File: config.mk
export PLATFORM = sky130hd
export DESIGN_NAME = ex_mem_buffer
export DESIGN_NICKNAME = d
export VERILOG_FILES = /design/src/rtl/ex_mem_buffer.sv
export SDC_FILE = /design/constraint.sdc
export NUM_CORES = 1
export LEC_CHECK = 0
export BUFFER_PORTS_ARGS = -buffer_cell sky130_fd_sc_hd__buf_2
export CAP_MARGIN = 20
export CELL_PAD_IN_SITES_DETAIL_PLACEMENT = 2
export CELL_PAD_IN_SITES_GLOBAL_PLACEMENT = 2
export CORE_MARGIN = 2
export CORE_UTILIZATION = 33
export CTS_BUF_LIST = sky130_fd_sc_hd__clkbuf_8
export CTS_CLUSTER_SIZE = 16
export DETAILED_ROUTE_END_ITERATION = 7
export GPL_TIMING_DRIVEN = 0
export PLACE_DENSITY = 0.92
export SLEW_MARGIN = 5
export SYNTH_ARGS = -nofsm -noshare
export SYNTH_HDL_FRONTEND = slang
export SYNTH_SLANG_ARGS = --single-unit
File: constraint.sdc
create_clock -name clk -period 5.1 [get_ports clk]
set_clock_uncertainty 0.1 [all_clocks]
set_input_delay 0.51 -clock clk [delete_from_list [all_inputs] [get_ports clk]]
set_output_delay 0.51 -clock clk [all_outputs]
set_load 0.02 [all_outputs]
File: src/rtl/ex_mem_buffer.sv
// ex_mem_buffer: two-entry (head + skid) EX/MEM pipeline buffer with signed-overflow squashing.
//   Entries are accepted on in_valid & in_ready and presented on out_* while out_valid.
//   The head drains to MEM on out_ready.
//   flush drops every buffered entry.
//   exc_pending latches an overflow until exc_clear; while it is set, new entries are dropped.
module ex_mem_buffer #(
  parameter int DATA_W = 32,
  parameter int REG_W = 5
) (
  input  logic              clk,
  input  logic              reset,
  input  logic              flush,
  input  logic              in_valid,
  output logic              in_ready,
  input  logic [DATA_W-1:0] alu_a,
  input  logic [DATA_W-1:0] alu_b,
  input  logic [3:0]        alu_control,
  input  logic [DATA_W-1:0] alu_result,
  input  logic [DATA_W-1:0] store_data,
  input  logic [REG_W-1:0]  rd,
  input  logic              reg_write,
  input  logic              mem_read,
  input  logic              mem_write,
  input  logic              mem_to_reg,
  output logic              out_valid,
  input  logic              out_ready,
  output logic [DATA_W-1:0] out_alu_result,
  output logic [DATA_W-1:0] out_store_data,
  output logic [REG_W-1:0]  out_rd,
  output logic              out_reg_write,
  output logic              out_mem_read,
  output logic              out_mem_write,
  output logic              out_mem_to_reg,
  output logic              out_overflow,
  output logic              exc_pending,
  input  logic              exc_clear
);
  // Only the trapping add/sub can overflow; unsigned variants and all other codes never flag.
  localparam logic [3:0] ALU_ADD = 4'b0010;
  localparam logic [3:0] ALU_SUB = 4'b0110;
  localparam int EW = 2 * DATA_W + REG_W + 5;
  localparam int M = DATA_W - 1;
  typedef enum logic [1:0] {EMPTY, ONE, TWO} state_t;
  state_t state, state_nx;
  logic [EW-1:0] head, skid, in_entry;
  logic ovf, acc, pop, load_head, load_skid, shift;
  logic unused_bits;
  // Overflow depends only on the sign bits.
  assign unused_bits = ^{alu_a[M-1:0], alu_b[M-1:0]};
  always_comb begin
    ovf = alu_control == ALU_ADD ? (alu_a[M] == alu_b[M]) && (alu_result[M] != alu_a[M]) :
          alu_control == ALU_SUB ? (alu_a[M] != alu_b[M]) && (alu_result[M] != alu_a[M]) : 1'b0;
    in_entry = {ovf, mem_to_reg, mem_write & ~ovf, mem_read & ~ovf, reg_write & ~ovf,
                rd, store_data, alu_result};
    // flush kills both handshakes; exc_pending silently swallows new entries.
    acc = in_valid & in_ready & ~exc_pending & ~flush;
    pop = out_valid & out_ready & ~flush;
    load_head = acc & (state == EMPTY | pop);
    load_skid = acc & state == ONE & ~pop;
    shift = pop & state == TWO;
    state_nx = state;
    case (state)
      EMPTY: state_nx = acc ? ONE : EMPTY;
      ONE:   state_nx = acc & ~pop ? TWO : pop & ~acc ? EMPTY : ONE;
      TWO:   state_nx = pop ? ONE : TWO;
      default: state_nx = EMPTY;
    endcase
    if (flush) state_nx = EMPTY;
  end
  always_ff @(posedge clk or posedge reset) begin
    if (reset) begin
      state <= EMPTY;
      in_ready <= 1'b1;
      head <= '0;
      skid <= '0;
      exc_pending <= 1'b0;
    end else begin
      state <= state_nx;
      in_ready <= state_nx != TWO;
      if (load_head) head <= in_entry;
      else if (shift) head <= skid;
      if (load_skid) skid <= in_entry;
      // A new overflow wins over a simultaneous acknowledge.
      if (acc & ovf) exc_pending <= 1'b1;
      else if (exc_clear) exc_pending <= 1'b0;
    end
  end
  assign out_valid = state != EMPTY;
  assign {out_overflow, out_mem_to_reg, out_mem_write, out_mem_read, out_reg_write,
          out_rd, out_store_data, out_alu_result} = head;
endmodule

### Word-level counts from Yosys, hierarchy flattened

Cells that the tools add are included.

* register bits: 152
* logic and storage cells: 52
* input bits: 147

* reduce and logical (&&, ||, !) cells: 6
* bitwise logic cells: 21
* multiplexer cells: 12
* eq/ne operators: 8

Operators by type and width (count)
* 2-to-1 mux 74 bit: 2
* AND 1 bit: 15
* 2-to-1 mux 1 bit: 6
* 2-to-1 mux 2 bit: 3
* one-hot mux 2 bit (3 select lines): 1
* nonzero test 2 bit: 3
* NOT 1 bit: 5
* == test 4 x 2 -> 1 bit, second input constant: 1
* == test 4 x 3 -> 1 bit, second input constant: 1
* == test 2 x 1 -> 1 bit, second input constant: 1
* == test 2 bit, second input constant: 1
* logical AND 1 bit: 2
* zero test 2 bit: 1
* inequality test 1 bit: 2
* inequality test 2 bit, second input constant: 1
* == test 1 bit: 1
* bitwise OR 1 bit: 1

### Longest topological paths before layout

* word-level depth: 10
* depth in mapped cells: 7
* gate-level depth less buffers: 7

### Least setup slack after synthesis

Ideal clock, no wire load.

* path kind: flip-flop to flip-flop
* from: register in_ready
* to: register in_ready
* cell stages (with the launch flop): 6
* setup slack: 3.109 ns
* path buffers: 0
* arrival time: 1.803 ns
* path through: dfstp_2 and4bb_4 ha_1 mux2_2 a21o_1 or3_1

* word-level cells in the longest chain between the ends: 10
* elaborated cells between the ends (all ways): 12

RTL lines
* start: declaration: line 14 `output logic in_ready,`
* start signal: assignment: line 73 `in_ready <= 1'b1;`
* start signal: assignment: line 79 `in_ready <= state_nx != TWO;`
* AND 1 bit * (3 in series): line 56 `acc = in_valid & in_ready & ~exc_pending & ~flush;`
* NOT 1 bit: line 64 `ONE: state_nx = acc & ~pop ? TWO : pop & ~acc ? EMPTY : ONE;`
* AND 1 bit: line 64
* 2-to-1 mux 1 bit: line 64
* 2-to-1 mux 2 bit: line 64
* one-hot mux 2 bit (3 select lines) *: line 62 `case (state)`
* 2-to-1 mux 2 bit *: line 68 `if (flush) state_nx = EMPTY;`
* named net state_nx[0]: line 44 `state_t state, state_nx;`
* inequality test 2 bit *: line 79

Mark *: on every way through the listed nets, which the timed path passes. The rest lies on a longest branch.
A chain may end at the register's enable or synchronous reset.

### Worst setup path after layout

* from: register in_ready
* to: register head[35]

* word-level cells in the longest chain between the ends: 5
* elaborated cells between the ends (all ways): 6

RTL lines
* AND 1 bit * (3 in series): line 56
* AND 1 bit *: line 58 `load_head = acc & (state == EMPTY | pop);`
* 2-to-1 mux 74 bit or nonzero test 2 bit (tied branches)
* end signal: assignment: line 80 `if (load_head) head <= in_entry;`
* end signal: assignment: line 81 `else if (shift) head <= skid;`
* end: declaration: line 45 `logic [EW-1:0] head, skid, in_entry;`

Mark *: on every way between the ends. The rest lies on a longest branch, timed or not.

==> flow_summary.json <==
{
  "outcome": "finished, final reports clean",
  "post_route_ant_nets": 0,
  "num_rows": 51,
  "timing.setup.critical_path_class": "reg -> reg",
  "cp.arrival_ns": 2.30,
  "synthDominantAreaCellType": "dfrtp_1",
  "synth_cells": 512,
  "number_of_antenna_violations_at_the_first_check_in_global_routing": 0,
  "worst_ir_drop_vdd_mv": 0.176,
  "critPathTopFamily": "buffers and inverters",
  "cts_num_sinks": 152,
  "critical-path-slowest-cell": "dfstp_2",
  "stdcell_area_um2": 8180,
  "maximum_clock_frequency_mhz": 475,
  "wire_per_inst_um": 19.3,
  "path_clk_slew_ns": 0.09,
  "fin_tns_setup_ns": 0,
  "synth.ff_latch_count": 152,
  "avgViaCountPerCell": 4.82,
  "path_category_of_the_worst_min_delay_check": "in -> reg",
  "synth_top_cell_area_share": 0.574,
  "critPathBufInv": 2,
  "fin_crit_sh": 0.412,
  "tightest_slew_ns": 0.738,
  "numPortBuffers": 161,
  "globalRouteMet2Util": 0.336,
  "cts-htree-levels": 4,
  "synthesis.area_um2": 6590,
  "top_level_ports": 224,
  "power.leakage_nw": 3.85,
  "synth-seq-area-share": 0.578,
  "design.core.area_um2": 19500,
  "detailedRoute.firstPassIterationCount": 4,
  "max_stage_delay_ns": 0.55,
  "postSynth.topFlopCell": "dfrtp_1",
  "drt_first_iter_violations": 140,
  "critical_path_cell_by_cell": "and4bb_4 > o21a_2 > buf_4 > clkbuf_1 > o21ai_0",
  "flop2flop_setup_slack_ns": 3.00,
  "grt_overflow": 0,
  "holdWs_ns": 0.189,
  "crit_path_end_kind": "register",
  "reg2reg_to": "head[35]",
  "dieArea_um2": 21100,
  "worst_hold_depth": 3,
  "post_route_cells_drive_above_1_share": 0.420,
  "clock_insertion_delay_worst_skew_ns": 0.44,
  "via_count": 4686,
  "nNetsFinal": 842,
  "place_hpwl_um": 13400,
  "whs_endpoint": "head[14]",
  "grt_pass1_wl_um": 30700,
  "use_met3": 0.0550,
  "area.growth.synth_to_final_pct": 24.1,
  "placed_area_um2": 7760,
  "synth_cell_type_count": 30,
  "synthArstFlopShare": 1.00,
  "cap_viol_max_count": 0,
  "grt_max_degree": 119,
  "count_of_flip_flops_with_a_built_in_enable_after_synthesis": 0,
  "timing_max_transition_violations_final": 0,
  "critical_path_peak_fanout": 10,
  "route.detailed.drc": 0,
  "cts_max_path_buffers": 2,
  "startpoint_class_of_the_critical_path": "register",
  "holdCritStartpoint": "alu_result[14]",
  "ys_top_cells_by_count": "dfrtp_1 (151), nand2_1 (77), mux2i_1 (75), o21ai_0 (68), mux2_2 (48)",
  "routed_wire_length_um": 18800,
  "yosysWarningCount": 0,
  "numCtsBuffers": 17,
  "report.final.hold_viol_count": 0,
  "reg2reg_depth": 5,
  "fillCellCount": 2088,
  "cp_data_required_time_ns": 5.30,
  "yosys-top-cells-area": "dfrtp_1 (57%), mux2i_1 (11%), mux2_2 (8.2%), mux2_4 (5.5%), o21ai_0 (5.2%)",
  "rsz0062_at_grt": "no",
  "r2r-start": "in_ready",
  "antenna_cells_inserted": 0,
  "grt_pass1_vias": 5512,
  "synth.net_count": 660,
  "layout_min_cycle_time_ns": 2.10,
  "final_setup_violation_count": 0,
  "place.gp.congestion": 0.711,
  "max-slew-margin-rel": 0.506,
  "fp.dieH_um": 145,
  "avgSynthCellArea_um2": 12.9,
  "grtUsageMet1": 0.214,
  "clockRootBuffer": "clkbuf_8",
  "gr-usage-all-layers": 0.186,
  "initial_cell_density_of_the_core": 0.337,
  "post-cts-setup-buffer-count": 0,
  "top_usage_layer": "met2",
  "tritoncts": "yes",
  "die_width_um": 145,
  "yosysMostFrequentCell": "dfrtp_1",
  "power_per_unit_of_standard_cell_area_nw_per_um2": 410
}
[repair_timing]
item,4_1_cts,5_1_grt
endpoints found under the hold margin,34,0
gates resized for setup,0,0
hold buffers,1,0
[where the power goes]
part,leakage [nW],internal [mW],total [mW],switching [mW]
Clock,0.222,0.494,0.960,0.466
Sequential,1.88,1.50,1.67,0.169
Combinational,1.74,0.350,0.726,0.377
Total,3.85,2.34,3.35,1.01
[per-stage QoR]
stage | power, mW | cells | utilization | worst slack (ns)
after floorplan | 2.13 | 512 | - | 0.399
after global routing | 3.56 | 972 | 0.419 | 2.88
final | 3.35 | 972 | 0.419 | 3.00
after global placement | 2.36 | 938 | 0.396 | -1.54
after detailed placement | 2.42 | 939 | 0.397 | 2.78
after CTS | 3.41 | 972 | 0.419 | 2.97
[kinds of logic after synthesis]
| family | Yosys count | synth area share |
|---|---|---|
| DFF | 152 | 0.578 |
| muxes | 147 | 0.251 |
| and+or+nand+nor | 91 | 0.0631 |
| AOI/OAI and AO/OA | 81 | 0.0651 |
| buffers and inverters | 39 | 0.0403 |
| xor gates and xnor gates | 1 | 0.00133 |
| adders and majority gates | 1 | 0.00190 |
[area by class of cell]
class | instances | area [µm²] | share of cell area
Tap cell | 265 | 332 | 0.0406
Timing Repair Buffer | 163 | 843 | 0.103
Clock inverter | 14 | 159 | 0.0194
Buffer | 33 | 243 | 0.0297
Multi-Input combinational cell | 321 | 2520 | 0.308
Inverter | 6 | 30.0 | 0.00367
Clock buffer | 18 | 248 | 0.0303
Sequential cell | 152 | 3800 | 0.465
[worst max path at each step]
stage | start | end | slack, ns | depth (start not counted)
floorplan | reset | exc_pending | 0.40 | 1
finish | in_ready | head[35] | 3.00 | 5
detailed placement | flush | head[8] | 2.78 | 6
global placement | reset | skid[14] | -1.54 | 2
global route | in_ready | head[35] | 2.88 | 5
CTS | in_ready | head[35] | 2.97 | 5
[layer usage]
metal / part of all wire / wire [µm]
met2: 0.53 / 9970
met4: 0.018 / 343
met5: 0 / 0
met3: 0.050 / 934
met1: 0.40 / 7510
[worst register-to-register path, cell delays in order (launching register included)]
cell,delay (ns)
dfstp_2,0.55
and4bb_4,0.30
o21a_2,0.20
buf_4,0.23
clkbuf_1,0.39
o21ai_0,0.20
[registers in the layout, summed over array words and instances, names as in the netlist]
name and flops:
in_ready 1, head 74, exc_pending 1, state 2, skid 74
[placed cells by master (no fill, tap or decap)]
cell type and count:
dfstp_2 1, and4bb_2 1, nor2b_1 4, clkbuf_2 1, dlygate4sd3_1 1, inv_8 1, a22o_1 1, or3_1 1
nor2_1 4, mux2_2 48, nand2_1 77, o21ai_1 2, dfrtp_1 151, clkbuf_8 18, o21ai_0 68, o31ai_1 3
xor2_1 1, ha_1 1, o21a_2 1, buf_4 1, clkinv_2 2, o22ai_1 3, nand3b_4 1, mux2_4 24
buf_6 13, a21oi_1 1, clkinv_4 3, inv_1 9, clkbuf_1 5, buf_2 174, bufinv_16 3, and4bb_4 1
nor4b_4 1, buf_16 1, mux2i_1 75, a21o_1 2, inv_6 2, nor3b_1 1
(Power assumes the default switching activity.)
